<file path="config.mk">
export PLATFORM = sky130hd
export DESIGN_NAME = div32_iter_flat
export DESIGN_NICKNAME = d
export VERILOG_FILES = /design/src/rtl/div32_iter_pkg.sv /design/src/rtl/div32_iter_if.sv /design/src/rtl/div32_iter_step.sv /design/src/rtl/div32_iter.sv /design/src/flat_wrapper.sv
export SDC_FILE = /design/constraint.sdc
export NUM_CORES = 1
export LEC_CHECK = 0
export BUFFER_PORTS_ARGS = -buffer_cell sky130_fd_sc_hd__buf_4
export CAP_MARGIN = 40
export CORE_UTILIZATION = 50
export CTS_CLUSTER_SIZE = 20
export DETAILED_ROUTE_END_ITERATION = 6
export GPL_TIMING_DRIVEN = 0
export PLACE_DENSITY = 0.85
export SETUP_SLACK_MARGIN = 0.3
export SLEW_MARGIN = 20
export SYNTH_ARGS = -nofsm -noshare
export SYNTH_HDL_FRONTEND = slang
export SYNTH_SLANG_ARGS = --single-unit
</file>
<file path="constraint.sdc">
create_clock -name clk_i -period 3 [get_ports clk_i]
set_clock_uncertainty 0.05 [all_clocks]
set_input_delay 0.6 -clock clk_i [delete_from_list [all_inputs] [get_ports clk_i]]
set_output_delay 0.6 -clock clk_i [all_outputs]
set_load 0.05 [all_outputs]
</file>
<file path="src/rtl/div32_iter_pkg.sv">
// Shared types and constants for the iterative 32-bit divider.
package div_pkg;

    localparam int unsigned WIDTH = 32;
    localparam int unsigned CNT_W = $clog2(WIDTH);

    localparam logic [WIDTH-1:0] DIV_OVF_DIVIDEND  = 32'h8000_0000;
    localparam logic [WIDTH-1:0] DIV_ZERO_QUOTIENT = 32'hFFFF_FFFF;

    typedef enum logic [1:0] {
        IDLE,
        CALC,
        FIXUP,
        DONE
    } div_state_t;

    typedef struct packed {
        logic [WIDTH-1:0] quotient;
        logic [WIDTH-1:0] remainder;
        logic             div_by_zero;
    } div_res_t;

    // Magnitude of a two's complement operand, pass-through when unsigned.
    function automatic logic [WIDTH-1:0] abs_val(input logic [WIDTH-1:0] v, input logic is_signed);
        return (is_signed && v[WIDTH-1]) ? WIDTH'(-v) : v;
    endfunction

endpackage

</file>
<file path="src/rtl/div32_iter_if.sv">
// Start/valid request and result bundle between the core and the divider.
interface div32_iter_if;
    import div_pkg::*;

    logic             start_i;
    logic             signed_i;
    logic [WIDTH-1:0] dividend_i;
    logic [WIDTH-1:0] divisor_i;
    logic             busy_o;
    logic             valid_o;
    logic [WIDTH-1:0] quotient_o;
    logic [WIDTH-1:0] remainder_o;
    logic             div_by_zero_o;

    modport master (
        output start_i, signed_i, dividend_i, divisor_i,
        input  busy_o, valid_o, quotient_o, remainder_o, div_by_zero_o
    );

    modport slave (
        input  start_i, signed_i, dividend_i, divisor_i,
        output busy_o, valid_o, quotient_o, remainder_o, div_by_zero_o
    );
endinterface

</file>
<file path="src/rtl/div32_iter_step.sv">
// One restoring shift-subtract step on unsigned magnitudes.
module div_step
    import div_pkg::*;
(
    input  logic [WIDTH-1:0] rem,
    input  logic [WIDTH-1:0] quo,
    input  logic [WIDTH-1:0] divisor,
    output logic [WIDTH-1:0] rem_next,
    output logic [WIDTH-1:0] quo_next
);

    logic [WIDTH:0] rem_sh;
    logic [WIDTH:0] sum;
    logic           ge;

    // A set shifted-out bit means the partial remainder already exceeds any divisor.
    always_comb begin
        rem_sh   = {rem, quo[WIDTH-1]};
        sum      = {1'b0, rem_sh[WIDTH-1:0]} + {1'b0, ~divisor} + (WIDTH+1)'(1);
        ge       = rem_sh[WIDTH] | sum[WIDTH];
        rem_next = ge ? sum[WIDTH-1:0] : rem_sh[WIDTH-1:0];
        quo_next = {quo[WIDTH-2:0], ge};
    end

endmodule

</file>
<file path="src/rtl/div32_iter.sv">
// Iterative restoring divider with RISC-V DIV/DIVU/REM/REMU semantics.
module div32_iter
    import div_pkg::*;
(
    input logic         clk_i,
    input logic         rst_ni,
    div32_iter_if.slave bus
);

    div_state_t       state_q, state_d;
    logic [WIDTH-1:0] rem_q, rem_d;
    logic [WIDTH-1:0] quo_q, quo_d;
    logic [WIDTH-1:0] dvs_q, dvs_d;
    logic [CNT_W-1:0] cnt_q, cnt_d;
    logic             neg_quo_q, neg_quo_d;
    logic             neg_rem_q, neg_rem_d;
    div_res_t         res_q, res_d;
    logic             busy_q, busy_d;
    logic             valid_q, valid_d;
    logic [WIDTH-1:0] step_rem, step_quo;
    logic             accept_c, zero_c, ovf_c;

    assign accept_c = ((state_q == IDLE) || (state_q == DONE)) && bus.start_i;
    assign zero_c   = (bus.divisor_i == '0);
    assign ovf_c    = bus.signed_i && (bus.dividend_i == DIV_OVF_DIVIDEND) && (bus.divisor_i == '1);

    div_step u_step (
        .rem      (rem_q),
        .quo      (quo_q),
        .divisor  (dvs_q),
        .rem_next (step_rem),
        .quo_next (step_quo)
    );

    always_ff @(posedge clk_i or negedge rst_ni) begin
        if (!rst_ni) state_q <= IDLE;
        else         state_q <= state_d;
    end

    always_comb begin
        state_d = state_q;
        case (state_q)
            IDLE, DONE: begin
                if (accept_c) state_d = (zero_c || ovf_c) ? DONE : CALC;
                else          state_d = IDLE;
            end
            CALC:    if (cnt_q == '0) state_d = FIXUP;
            FIXUP:   state_d = DONE;
            default: state_d = IDLE;
        endcase
    end

    // Datapath and registered-output next values.
    always_comb begin
        rem_d     = rem_q;
        quo_d     = quo_q;
        dvs_d     = dvs_q;
        cnt_d     = cnt_q;
        neg_quo_d = neg_quo_q;
        neg_rem_d = neg_rem_q;
        res_d     = res_q;
        valid_d   = 1'b0;
        busy_d    = (state_d == CALC) || (state_d == FIXUP);
        case (state_q)
            IDLE, DONE: begin
                if (accept_c) begin
                    if (zero_c) begin
                        res_d.quotient    = DIV_ZERO_QUOTIENT;
                        res_d.remainder   = bus.dividend_i;
                        res_d.div_by_zero = 1'b1;
                        valid_d           = 1'b1;
                    end else if (ovf_c) begin
                        res_d.quotient    = DIV_OVF_DIVIDEND;
                        res_d.remainder   = '0;
                        res_d.div_by_zero = 1'b0;
                        valid_d           = 1'b1;
                    end else begin
                        rem_d     = '0;
                        quo_d     = abs_val(bus.dividend_i, bus.signed_i);
                        dvs_d     = abs_val(bus.divisor_i, bus.signed_i);
                        neg_quo_d = bus.signed_i && (bus.dividend_i[WIDTH-1] ^ bus.divisor_i[WIDTH-1]);
                        neg_rem_d = bus.signed_i && bus.dividend_i[WIDTH-1];
                        cnt_d     = CNT_W'(WIDTH - 1);
                    end
                end
            end
            CALC: begin
                rem_d = step_rem;
                quo_d = step_quo;
                if (cnt_q != '0) cnt_d = cnt_q - 1'b1;
            end
            FIXUP: begin
                res_d.quotient    = neg_quo_q ? WIDTH'(-quo_q) : quo_q;
                res_d.remainder   = neg_rem_q ? WIDTH'(-rem_q) : rem_q;
                res_d.div_by_zero = 1'b0;
                valid_d           = 1'b1;
            end
            default: ;
        endcase
    end

    always_ff @(posedge clk_i or negedge rst_ni) begin
        if (!rst_ni) begin
            rem_q     <= '0;
            quo_q     <= '0;
            dvs_q     <= '0;
            cnt_q     <= '0;
            neg_quo_q <= 1'b0;
            neg_rem_q <= 1'b0;
            res_q     <= '0;
            busy_q    <= 1'b0;
            valid_q   <= 1'b0;
        end else begin
            rem_q     <= rem_d;
            quo_q     <= quo_d;
            dvs_q     <= dvs_d;
            cnt_q     <= cnt_d;
            neg_quo_q <= neg_quo_d;
            neg_rem_q <= neg_rem_d;
            res_q     <= res_d;
            busy_q    <= busy_d;
            valid_q   <= valid_d;
        end
    end

    assign bus.busy_o        = busy_q;
    assign bus.valid_o       = valid_q;
    assign bus.quotient_o    = res_q.quotient;
    assign bus.remainder_o   = res_q.remainder;
    assign bus.div_by_zero_o = res_q.div_by_zero;

endmodule

</file>
<file path="src/flat_wrapper.sv">
// flat-port wrapper written by rule: the top's interface ports become plain ports
module div32_iter_flat import div_pkg::*;
  (clk_i, rst_ni, bus_start_i, bus_signed_i, bus_dividend_i, bus_divisor_i, bus_busy_o, bus_valid_o, bus_quotient_o, bus_remainder_o, bus_div_by_zero_o);
  div32_iter_if bus_i ();
  input logic clk_i;
  input logic rst_ni;
  input wire logic [$bits(bus_i.start_i)-1:0] bus_start_i;
  input wire logic [$bits(bus_i.signed_i)-1:0] bus_signed_i;
  input wire logic [$bits(bus_i.dividend_i)-1:0] bus_dividend_i;
  input wire logic [$bits(bus_i.divisor_i)-1:0] bus_divisor_i;
  output wire logic [$bits(bus_i.busy_o)-1:0] bus_busy_o;
  output wire logic [$bits(bus_i.valid_o)-1:0] bus_valid_o;
  output wire logic [$bits(bus_i.quotient_o)-1:0] bus_quotient_o;
  output wire logic [$bits(bus_i.remainder_o)-1:0] bus_remainder_o;
  output wire logic [$bits(bus_i.div_by_zero_o)-1:0] bus_div_by_zero_o;
  assign bus_i.start_i = bus_start_i;
  assign bus_i.signed_i = bus_signed_i;
  assign bus_i.dividend_i = bus_dividend_i;
  assign bus_i.divisor_i = bus_divisor_i;
  assign bus_busy_o = bus_i.busy_o;
  assign bus_valid_o = bus_i.valid_o;
  assign bus_quotient_o = bus_i.quotient_o;
  assign bus_remainder_o = bus_i.remainder_o;
  assign bus_div_by_zero_o = bus_i.div_by_zero_o;
  div32_iter u_core (.clk_i(clk_i), .rst_ni(rst_ni), .bus(bus_i));
endmodule
</file>
==> impl_metrics.json <==
{
  "area_growth_pct": 44.78,
  "cts_tree": "yes",
  "grt_max_degree": 101,
  "critPathCaptureType": "register",
  "cts_num_sinks": 172,
  "core-area_mm2": 0.02285,
  "setup_slack_ns": -0.4818,
  "drtPass1Iterations": 7,
  "maxSlewViolCount": 0,
  "worstPathArrival_ns": 3.81,
  "p_sw_uw": 10730,
  "synth-seq-cells": 172,
  "antenna_found_initial": 1,
  "synth_area_per_cell_um2": 8.082,
  "violations": "DRC, setup timing",
  "vias_per_cell": 6.598,
  "synth_top_flop_cell": "dfrtp_1",
  "die_area_mm2": 0.02415,
  "holdBufCountCts": 0,
  "design_area_mm2": 0.01704,
  "synth_async_sr_flop_share_pct": 100.0,
  "r2r_slack_ns": -0.48,
  "synth_area_leaders": "dfrtp_1 (37%), xnor2_1 (6.8%), nand2_1 (6.3%)",
  "routedWlPerCell_um": 25.37,
  "grt_overflow": 0,
  "cp.required_ns": 3.32,
  "place_area_mm2": 0.01372,
  "clockBufferDepth": 2,
  "hold_viol": 0,
  "antenna_cells": 0,
  "crit_type": "register to register",
  "h-tree-depth": 4,
  "drive_above_1_share_pct": 34.41,
  "route.detailed.drc": 2,
  "detailed_place_hpwl_mm": 32.15,
  "crit_fanout": 4,
  "clock_latency_ns": 0.44,
  "grt_pass1_wl_mm": 70.06,
  "syn_inst": 1456,
  "synth_fp_nets": 1566,
  "die_h_um": 155.4,
  "tns_ns": -7.664,
  "drtIter0Drc": 1743,
  "rsz0062_at_grt": "yes",
  "vdd_drop_max_v": 0.0005851,
  "intPower_uw": 10410,
  "synth_seq_area_share_pct": 36.58,
  "combPwrFrac_pct": 69.3,
  "max_freq_mhz": 287.2,
  "cts_inserted_buffers": 17,
  "clkPwrFrac_pct": 11.1,
  "hold_class": "input pin to asynchronous set/reset pin",
  "yosys.area.top_type": "dfrtp_1",
  "p_leak_uw": 0.007747,
  "vias": 13512,
  "sw_frac_of_total_pct": 50.75,
  "initial_core_util_pct": 51.51,
  "tightestPinTransition_ns": 1.080,
  "setup_viol": 46,
  "power_frac_seq_pct": 19.6,
  "power_density_mw_per_mm2": 1241,
  "num_rows": 55,
  "wl_mm": 51.97,
  "netlist_area_mm2": 0.01177,
  "clkSlewWorstSetupHoldPaths_ns": 0.07,
  "netlist.area_leader.share_pct": 36.58,
  "slew-limit-headroom_pct": 27.98,
  "crit_path_start_kind": "register",
  "place_inst": 1906,
  "maxCapViolations": 0,
  "synth-edff-count": 0,
  "grt_pass1_vias": 12459,
  "ant_nets": 0,
  "fin_crit_ns": 3.482,
  "die_width_um": 155.4,
  "post-route-period-util_pct": 116.1,
  "final_util_pct": 74.57,
  "yosys_warnings": 0,
  "grt_use_total_pct": 38.46,
  "outcome": "finished with violations",
  "routabilityCongestion": 0.9661,
  "final_cell_count_no_fill": 2048,
  "cts-root-buf": "clkbuf_16",
  "portBuffers": 134,
  "ioPinCount": 135,
  "fin_nets": 1832,
  "synth.distinct_cells": 67,
  "hold_slack_ns": 0.1587
}
cell families after synthesis:
group / count (synthesis) / share of synthesized area (%)
muxes: 23 / 1.978
DFF: 172 / 36.58
xor gates and xnor gates: 143 / 10.64
adders and majority gates: 42 / 4.529
buffers and inverters: 143 / 4.647
and+or+nand+nor: 505 / 20.01
AOI/OAI and AO/OA: 428 / 21.62
area by class of cell:
class                   instances  area, um^2
plain buffers                  77       681.9
clock buffers                  20       446.7
clock inverters                12       152.6
fillers                      1528        5809
inverters                      65       245.2
multi-input cells            1141        8581
flip-flops and latches        172        4317
well taps                     313       391.6
repair buffers                248        2222
routing by layer:
layer | part of all wire [%] | global-route usage (%) | wire, um | vias to the layer above
met5 | 0.027 | 0 | 14 | -
met4 | 8.8 | 25.26 | 4584 | 2
met2 | 46 | 65.49 | 23960 | 1091
met1 | 34 | 45.19 | 17500 | 6359
li1 | - | - | - | 5680
met3 | 11 | 5.794 | 5903 | 380
synthesized netlist by cell type, types with 17 or more instances:
cell type,instances
inv_1,64
clkbuf_1,60
xnor2_1,92
nor2_1,119
nand3_1,59
o21ai_0,137
ha_1,41
o31ai_1,31
mux2i_1,21
dfrtp_1,172
xor2_1,51
nand2_1,196
or4_1,18
nor4_1,17
a21oi_1,132
a21o_1,19
nor3_1,20
power groups by stage:
stage          Sequential [uW]  Combinational, uW  Clock (uW)
2_1_floorplan             4970               5760           0
3_3_place_gp              3950               9400           0
3_5_place_dp              3990               9600           0
4_1_cts                   3970              11200        2300
5_1_grt                   4200              15200        2420
6_report                  4150              14700        2340
cell usage in the layout (no fill, tap or decap), drive strengths merged, types with 14 or more instances in the layout:
cell type  instances
nand3             59
a21o              19
nor4              18
o21ai            154
xnor2             92
or4               21
inv               71
nor3              20
mux2i             21
nand2            196
a22oi             15
nor2             119
ha                41
o31ai             32
buf              268
a21oi            132
xor2              51
clkbuf            77
nand2b            14
dfrtp            172
nand4             14
through the flow:
stage               setup slack [ns]  power (uW)
floorplan                    -0.1735       10730
global placement              -1.458       13340
detailed placement            -1.476       13590
CTS                          -0.3718       17450
global route                 -0.4942       21790
finish                       -0.4818       21140
worst paths after layout:
path,end,cells past startpoint,startpoint
setup / recovery,u_core.bus.remainder_o[29]$_DFFE_PN0P_,12,u_core.rem_q[0]$_DFFE_PN0P_
hold / removal,u_core.bus.quotient_o[16]$_DFFE_PN0P_,1,rst_ni
setup reg to reg,u_core.bus.remainder_o[29]$_DFFE_PN0P_,12,u_core.rem_q[0]$_DFFE_PN0P_
hold reg to reg,u_core.dvs_q[29]$_DFFE_PN0P_,2,u_core.dvs_q[29]$_DFFE_PN0P_
max in group asynchronous,u_core.rem_q[25]$_DFFE_PN0P_,2,rst_ni
min in group clk_i,u_core.bus.remainder_o[13]$_DFFE_PN0P_,3,bus_dividend_i[13]
worst max-delay path: stages (launching register included):
cell and delay [ns]:
dfrtp_2 0.44, buf_4 0.14, buf_6 0.11, or2_4 0.24, nor4_4 0.30, nand3_2 0.21, or4_4 0.47, or4_4 0.49
buf_6 0.16, o41ai_4 0.30, xnor2_1 0.20, nand3_1 0.16, nand2_1 0.14
state kept, by name, indices dropped and copies added (netlist names), 2 cells and up:
name                    flops
u_core.bus.quotient_o      32
u_core.bus.remainder_o     32
u_core.cnt_q                5
u_core.dvs_q               32
u_core.quo_q               32
u_core.rem_q               32
u_core.state_q              2
repair_timing:
item                       in CTS  in global routing
gates resized for setup       194                240
setup endpoints to repair     169                169
buffers inserted               65                 30
pin swaps                      60                 84
gates cloned                    7                  8
(Power assumes the default switching activity.)
